`src/rtl/gate_exerciser_pkg.sv`:
```
// gate_exerciser_pkg
//   Shared definitions for the gate exerciser: FSM state encoding and the
//   truth tables of the common two-input gates. Each table holds one bit per
//   input vector; bit k is the expected gate output when stim == k.
package gate_exerciser_pkg;

  typedef enum logic [1:0] {
    IDLE = 2'd0,
    RUN  = 2'd1,
    DONE = 2'd2
  } state_t;

  // Two-input truth tables, indexed by {b, a}.
  localparam logic [3:0] TT_OR2   = 4'b1110;
  localparam logic [3:0] TT_AND2  = 4'b1000;
  localparam logic [3:0] TT_NAND2 = 4'b0111;
  localparam logic [3:0] TT_XOR2  = 4'b0110;

endpackage

```
`src/rtl/gate_exerciser_hold_counter.sv`:
```
// hold_counter
//   Loadable down-counter that times how long each stimulus vector is held.
//   load has priority over en; the count stops at zero.
// Ports:
//   clk, rst  : clock, asynchronous active-high reset (count -> 0)
//   load      : load load_val on the next edge
//   load_val  : value to load
//   en        : decrement on the next edge (when not already zero)
//   zero      : count is zero
module hold_counter #(
  parameter int WIDTH = 2
) (
  input  logic             clk,
  input  logic             rst,
  input  logic             load,
  input  logic [WIDTH-1:0] load_val,
  input  logic             en,
  output logic             zero
);

  logic [WIDTH-1:0] cnt;

  always_ff @(posedge clk or posedge rst) begin
    if (rst) begin
      cnt <= '0;
    end else if (load) begin
      cnt <= load_val;
    end else if (en && (cnt != '0)) begin
      cnt <= cnt - 1'b1;
    end
  end

  assign zero = (cnt == '0);

endmodule

```
`src/rtl/gate_exerciser.sv`:
```
// gate_exerciser
//   Drives a combinational gate through every input combination, holds each
//   vector for HOLD_CYCLES clocks, samples the gate output on the last edge of
//   the hold window and compares it with the EXPECTED truth table.
// Ports:
//   clk, rst          : clock, asynchronous active-high reset
//   start             : begin a sweep (honoured in IDLE or DONE only)
//   abort             : synchronous return to IDLE, clears status
//   resp              : gate output under test (synchronous to clk)
//   stim              : vector driven to the gate inputs (bit 0 = a)
//   busy              : sweep in progress
//   done              : sweep complete, status valid
//   pass              : done with no mismatches
//   err_count         : number of mismatching vectors in the last sweep
//   first_fail_valid  : a mismatch has been recorded
//   first_fail_vec    : stim value of the first mismatch
//   fsm_state         : current FSM state, for observation
// Handshake: start and abort are level-sampled on each rising edge; there is
//   no ready/acknowledge, busy and done report progress.
module gate_exerciser
  import gate_exerciser_pkg::*;
#(
  parameter int                N_IN        = 2,
  parameter int                HOLD_CYCLES = 4,
  parameter logic [2**N_IN-1:0] EXPECTED   = TT_OR2
) (
  input  logic            clk,
  input  logic            rst,
  input  logic            start,
  input  logic            abort,
  input  logic            resp,
  output logic [N_IN-1:0] stim,
  output logic            busy,
  output logic            done,
  output logic            pass,
  output logic [N_IN:0]   err_count,
  output logic            first_fail_valid,
  output logic [N_IN-1:0] first_fail_vec,
  output state_t          fsm_state
);

  localparam int              CW        = (HOLD_CYCLES > 1) ? $clog2(HOLD_CYCLES) : 1;
  localparam logic [CW-1:0]   HOLD_LOAD = CW'(HOLD_CYCLES - 1);
  localparam logic [N_IN-1:0] LAST_VEC  = '1;

  state_t            state_q, state_d;
  logic [N_IN-1:0]   stim_d;
  logic              busy_d, done_d;
  logic [N_IN:0]     err_count_d;
  logic              ffv_d;
  logic [N_IN-1:0]   ffvec_d;
  logic              cnt_load, cnt_en, cnt_zero;
  logic              mismatch;

  hold_counter #(.WIDTH(CW)) u_hold (
    .clk      (clk),
    .rst      (rst),
    .load     (cnt_load),
    .load_val (HOLD_LOAD),
    .en       (cnt_en),
    .zero     (cnt_zero)
  );

  always_ff @(posedge clk or posedge rst) begin
    if (rst) begin
      state_q          <= IDLE;
      stim             <= '0;
      busy             <= 1'b0;
      done             <= 1'b0;
      err_count        <= '0;
      first_fail_valid <= 1'b0;
      first_fail_vec   <= '0;
    end else begin
      state_q          <= state_d;
      stim             <= stim_d;
      busy             <= busy_d;
      done             <= done_d;
      err_count        <= err_count_d;
      first_fail_valid <= ffv_d;
      first_fail_vec   <= ffvec_d;
    end
  end

  always_comb begin
    state_d     = state_q;
    stim_d      = stim;
    busy_d      = busy;
    done_d      = done;
    err_count_d = err_count;
    ffv_d       = first_fail_valid;
    ffvec_d     = first_fail_vec;
    cnt_load    = 1'b0;
    cnt_en      = 1'b0;
    mismatch    = (resp != EXPECTED[stim]);

    if (abort) begin
      // Abort wins over start and over any compare due at this edge.
      state_d     = IDLE;
      stim_d      = '0;
      busy_d      = 1'b0;
      done_d      = 1'b0;
      err_count_d = '0;
      ffv_d       = 1'b0;
      ffvec_d     = '0;
    end else begin
      case (state_q)
        IDLE, DONE: begin
          if (start) begin
            state_d     = RUN;
            stim_d      = '0;
            cnt_load    = 1'b1;
            err_count_d = '0;
            ffv_d       = 1'b0;
            ffvec_d     = '0;
            busy_d      = 1'b1;
            done_d      = 1'b0;
          end
        end
        RUN: begin
          if (!cnt_zero) begin
            cnt_en = 1'b1;
          end else begin
            // Last edge of the hold window: sample and score this vector.
            if (mismatch) begin
              err_count_d = err_count + 1'b1;
              if (!first_fail_valid) begin
                ffv_d   = 1'b1;
                ffvec_d = stim;
              end
            end
            if (stim == LAST_VEC) begin
              state_d = DONE;
              busy_d  = 1'b0;
              done_d  = 1'b1;
              stim_d  = '0;
            end else begin
              stim_d   = stim + 1'b1;
              cnt_load = 1'b1;
            end
          end
        end
        default: begin
          state_d = IDLE;
        end
      endcase
    end
  end

  assign pass      = done && (err_count == '0);
  assign fsm_state = state_q;

endmodule

```
`config.mk`:
```
export PLATFORM = sky130hd
export DESIGN_NAME = gate_exerciser
export DESIGN_NICKNAME = d
export VERILOG_FILES = /design/src/rtl/gate_exerciser_pkg.sv /design/src/rtl/gate_exerciser_hold_counter.sv /design/src/rtl/gate_exerciser.sv
export SDC_FILE = /design/constraint.sdc
export NUM_CORES = 1
export LEC_CHECK = 0
export CORE_UTILIZATION = 47
export CTS_CLUSTER_DIAMETER = 80
export DETAILED_ROUTE_END_ITERATION = 6
export PLACE_DENSITY = 0.8
export SLEW_MARGIN = 20
export SYNTH_ARGS = -nofsm -noshare
export SYNTH_HDL_FRONTEND = slang
export SYNTH_SLANG_ARGS = --single-unit
export TNS_END_PERCENT = 10
```
`constraint.sdc`:
```
create_clock -name clk -period 2.15 [get_ports clk]
set_clock_uncertainty 0.2 [all_clocks]
set_input_delay 0.3225 -clock clk [delete_from_list [all_inputs] [get_ports clk]]
set_output_delay 0.3225 -clock clk [all_outputs]
set_load 0.02 [all_outputs]
```
=== Yosys cells after proc, flatten, opt, wreduce, memory -nomap -nowiden ===
Index checks and enable logic that the tools add are counted.

* Register bits: 14
* Input bits: 5
* Output and inout bits: 13
* Logic and storage cells: 81

* Add/subtract/negate cells: 3
* Order comparisons: 1
* Equality and inequality tests: 9
* Mux-type cells: 46
* Reductions and logical operators: 14

{| class="wikitable"
|+ Operator list
! operator !! number
|-
| two-way mux 2 bit || 14
|-
| two-way mux 1 bit || 19
|-
| inequality test 3 bit, second input constant || 5
|-
| two-way mux 3 bit || 4
|-
| case mux 2 bit (2 select lines) || 3
|-
| case mux 1 bit (2 select lines) || 4
|-
| AND reduction 4 bit || 2
|-
| case mux 3 bit (2 select lines) || 1
|-
| AND reduction 3 bit || 2
|-
| AND reduction 5 bit || 1
|-
| equality test 2 bit, second input constant || 2
|-
| logical NOT 2 bit || 2
|-
| nonzero test 2 bit || 2
|-
| adder 3 x 1 -> 3 bit, second input constant || 1
|-
| logical NOT 3 bit || 1
|-
| < comparator 2 x 3 -> 1 bit, second input constant || 1
|-
| nonzero test 3 bit || 1
|-
| adder 2 x 1 -> 2 bit, second input constant || 1
|-
| binary-select mux 1 bit (select 2 bit) || 1
|-
| equality test 2 x 1 -> 1 bit, second input constant || 1
|-
| logical AND 1 bit || 2
|-
| OR reduction 2 bit || 1
|-
| subtractor 2 x 1 -> 2 bit, second input constant || 1
|-
| inequality test 1 bit || 1
|}

=== Depth between registers and ports, before layout ===
* Word-level depth: 7
* Depth in mapped cells: 5
* Mapped depth without buffers: 5

=== By module ===
Synthesis repeated with hierarchy kept, for this count alone.

* Cell total of the unflattened synthesis: 85
* Area, all modules: 803.3 sq um

{| class="wikitable"
|+ By module, submodules not included
! module !! instances !! cells an instance !! area an instance (sq um) !! sequential area each (sq um)
|-
| gate_exerciser || 1 || 72 || 668.1 || 300.3
|-
| hold_counter || 1 || 13 || 135.1 || 50.0
|}

=== Worst setup path before layout ===
Ideal clock, no wire load.

* Path kind: reg-to-reg
* Start: register stim[0]
* End: register first_fail_vec[0]
* Library setup time: 126 ps
* Arrival: 1,509 ps
* Data required time: 1,824 ps
* Setup slack: 315 ps
* Cell stages (with the launch flop): 6
* Path buffers: 0
* Period minus slack after synthesis: 1,835 ps
* Path through: dfrtp_1 > inv_1 > ha_1 > xor2_1 > nor3b_2 > a221o_1

* Longest elaborated chain between the ends: 5
* Elaborated cells between the ends (all ways): 10
* Classes of those cells: eq/ne (2); mux (7); reduce/logical (1)

{| class="wikitable"
|+ Ends and longest elaborated chain
! item !! line !! RTL
|-
| start: declaration || gate_exerciser.sv:32 || <nowiki>output logic [N_IN-1:0] stim,</nowiki>
|-
| start signal: assignment || gate_exerciser.sv:75 || <nowiki>stim <= stim_d;</nowiki>
|-
| binary-select mux 1 bit (select 2 bit) / two-way mux 2 bit (equally long branches) || gate_exerciser.sv:94, gate_exerciser.sv:126 ||
|-
| two-way mux 1 bit (not written as such) / two-way mux 2 bit (equally long branches) || gate_exerciser.sv:94, gate_exerciser.sv:124 ||
|-
| inequality test 1 bit / two-way mux 2 bit (equally long branches) || gate_exerciser.sv:94, gate_exerciser.sv:120 ||
|-
| inequality test 3 bit (no line) / case mux 2 bit (2 select lines) (equally long branches) || - ||
|-
| AND reduction 5 bit (no line) / two-way mux 2 bit (equally long branches) || - ||
|-
| end signal: assignment || gate_exerciser.sv:80 || <nowiki>first_fail_vec <= ffvec_d;</nowiki>
|-
| end: declaration || gate_exerciser.sv:38 || <nowiki>output logic [N_IN-1:0] first_fail_vec,</nowiki>
|}

Parallel ways exist; a longest one is shown, timed or not. The select of a mux whose other input is x is not followed.
A chain may end at the register's enable or synchronous reset.

=== Worst setup path in the final report ===
* Start: register state_q[1], in the netlist fsm_state[1]
* End: output fsm_state[1]

{| class="wikitable"
|+ RTL lines
! item !! line !! RTL
|-
| start: declaration || gate_exerciser.sv:46 || <nowiki>state_t state_q, state_d;</nowiki>
|-
| start signal: assignment || gate_exerciser.sv:74 || <nowiki>state_q <= state_d;</nowiki>
|-
| end: declaration || gate_exerciser.sv:39 || <nowiki>output state_t fsm_state</nowiki>
|}

No word-level cell between the ends.

==> impl_metrics.yaml <==
status:
  outcome: "finished with violations"
  violations: "design-rule violations"
floorplanning:
  rows: 14
  die-area_mm2: 0.00195
  coreArea_mm2: 0.00158
  dieWidth_um: 44.1
  num_io_pins: 18
  start_util: 0.529
  die_h_um: 44.1
critical_path:
  r2r_slack_ns: 0.22
  r2r-end: "first_fail_vec[0]"
  cp_max_fo: 8
  worst-path-stages: 1
  cp-start-kind: "register"
  rr_worst_depth: 5
  cp_cell_sequence: "clkdlybuf4s50_1"
  critPathKind: "reg -> out"
  cp-end-kind: "output pin"
  max_stage_delay_ns: 0.66
  r2r-start: "stim[0]"
  crit_family: "buffers and inverters"
  required_ns: 1.63
  worst_ep_arrival_time_ns: 1.47
  cp_num_buf_inv: 1
  critical_path.slowest_cell: "clkdlybuf4s50_1"
grt:
  overflow: 0
  gr-usage-all-layers: 0.208
  grt_pass1_wl_um: 2900
  grt_pass1_vias: 650
  grt_max_degree: 15
  antenna_found_initial: 0
clock_tree:
  post_cts_buffers: 0
  post_cts_resized: 1
  cts_tree: "yes"
  worstSkewPairLatency_ns: 0.29
  clk_transition_reported_paths_ns: 0.09
  clock-sinks: 14
  root_buffer: "clkbuf_4"
  cts-htree-levels: 1
  cts_buffer_depth: 2
  ctsHoldBuffers: 0
  cts_buffers: 3
finish:
  design_area_mm2: 0.00109
  synthToLayoutAreaGrowth_pct: 30.6
  regArea_um2: 350
  n_antenna_cell: 0
  finalNetCount: 113
  fillers: 128
  multi_input_area_um2: 445
  drive_gt1_frac: 0.129
sta:
  tns_ns: 0
  worst_slew_pin_slew_ns: 0.521
  holdWs_ns: 0.159
  hold_viol: 0
  setup_violations: 0
  fin_crit_ns: 1.99
  relSlewSlack: 0.652
  rsz0062_at_grt: "no"
  fin_crit_sh: 0.925
  clock.fmax_mhz: 503
  drv_slew: 0
routing:
  ant_nets: 0
  wl_um: 1750
  routed-via-count: 687
  wl_per_cell_um: 15.0
  detail_route.iter0.violations: 12
  drt_pass1_iterations: 6
  viasPerCell: 5.87
  drc: 3
pwr:
  seq_power_share: 0.460
  ir_drop_uv: 397
  internal-power_w: 0.000461
  finalPower_w: 0.000657
  power_density_mw_per_mm2: 604
  leakage_nw: 0.527
  p_sw_frac: 0.298
  netSwitchingPower_w: 0.000196
  pwr-share-comb: 0.240
  p_clk_frac: 0.300
yosys:
  synthSimpleGateAreaFrac: 0.204
  synth_top_cell_by_area: "dfrtp_1"
  synth.top_cell.area_share: 0.420
  ys_seq_elements: 14
  synthTopCellsByArea: "dfrtp_1 (42%), ha_1 (9.0%), inv_1 (4.5%), a22o_1 (4.2%), o211a_1 (3.6%)"
  synthCells: 76
  synth_top_family_by_area: "simple AND/OR/NAND/NOR gates"
  synthMuxAreaShare: 0.0240
  synthAdderAreaFrac: 0.0901
  synth_xor_area_frac: 0.0210
  yosys-top-cells-count: "dfrtp_1 (14), inv_1 (10), ha_1 (6)"
  synth_edf_count: 0
  synth.most_common_cell: "dfrtp_1"
  async_flop_share: 1.00
  netlist-cell-type-count: 35
  yosysWarningCount: 0
  synthFlopType: "dfrtp_1"
  syn_area_um2: 833
  synth_compound_area_frac: 0.195
  synthesis.nets: 87
  ys_seq_area_frac: 0.420
  syn_area_per_cell_um2: 11.0
place:
  gp_congestion: 0.777
  placedInstanceArea_mm2: 0.00105
  detailed_place_hpwl_um: 1290
  port_buffers: 17
run:
  drv_cap: 0
hold_path:
  hp-class: "in -> async"
-- power groups by stage --
stage / Sequential, W / Clock (W) / Combinational, W
floorplan: 0.000313 / 0 / 0.0000924
global placement: 0.000307 / 0 / 0.000156
detailed placement: 0.000306 / 0 / 0.000157
CTS: 0.000302 / 0.000195 / 0.000159
global route: 0.000305 / 0.000211 / 0.000173
finish: 0.000302 / 0.000197 / 0.000158
-- worst max-delay path by stage --
stage / start / end
3_5_place_dp: abort / u_hold.cnt[1]
4_1_cts: fsm_state[1] / fsm_state[1]
5_1_grt: fsm_state[0] / fsm_state[0]
6_report: fsm_state[1] / fsm_state[1]
3_3_place_gp: resp / first_fail_vec[0]
2_1_floorplan: stim[0] / first_fail_vec[0]
-- cell usage in the layout, fill, tap and decap left out, types with 2 or more instances in the layout --
master / n
a221o_1: 2
a21oi_1: 2
clkdlybuf4s50_1: 16
nand3_1: 2
inv_1: 10
buf_4: 4
clkbuf_4: 3
nor3b_2: 2
a22o_1: 4
nand2_1: 5
dfrtp_1: 14
ha_1: 6
mux2i_1: 2
o211a_1: 3
-- layout make-up --
cell class / count / share of cell area
multi-input combinational: 52 / 0.409
sequential: 14 / 0.322
timing repair buffer: 21 / 0.183
inverter: 10 / 0.0345
clock buffer: 4 / 0.0333
tap: 16 / 0.0184
-- metrics by stage --
step	std cells	setup WS (ns)	util
after global routing	117	0.109	0.690
after detailed placement	113	0.113	0.668
final	117	0.162	0.690
after CTS	117	0.165	0.690
after floorplan	76	0.315	-
after global placement	113	0.154	0.668
-- worst reg2reg max path, delay by kind of cell (launching register included) --
| kind | cells | cell delay [ns] |
|---|---|---|
| flip-flops | 1 | 0.45 |
| XOR/XNOR | 1 | 0.38 |
| AO/OA/AOI/OAI | 1 | 0.38 |
| adder cells (fa/ha/maj) | 1 | 0.24 |
| AND/OR/NAND/NOR | 1 | 0.10 |
| buffers and inverters | 1 | 0.07 |
-- registers in the layout, summed over array words and instances (netlist names) --
name	flops
first_fail_vec	2
u_hold.cnt	2
done	1
err_count	3
busy	1
fsm_state	2
first_fail_valid	1
stim	2
-- cells by family after synthesis --
group | Yosys count
compound gates | 20
xor+xnor | 2
fa+ha+maj | 6
buf+inv | 10
flops | 14
mux | 2
simple gates | 22
-- layer usage --
layer | vias to the layer above | global-route usage | share of wire
li1 | 336 | - | -
met1 | 327 | 0.280 | 0.49
met2 | 22 | 0.321 | 0.46
met3 | 2 | 0.0612 | 0.050
met4 | 0 | 0.0727 | 0.0063
met5 | - | 0 | 0
No activity file was read; power rests on OpenSTA's default activity.
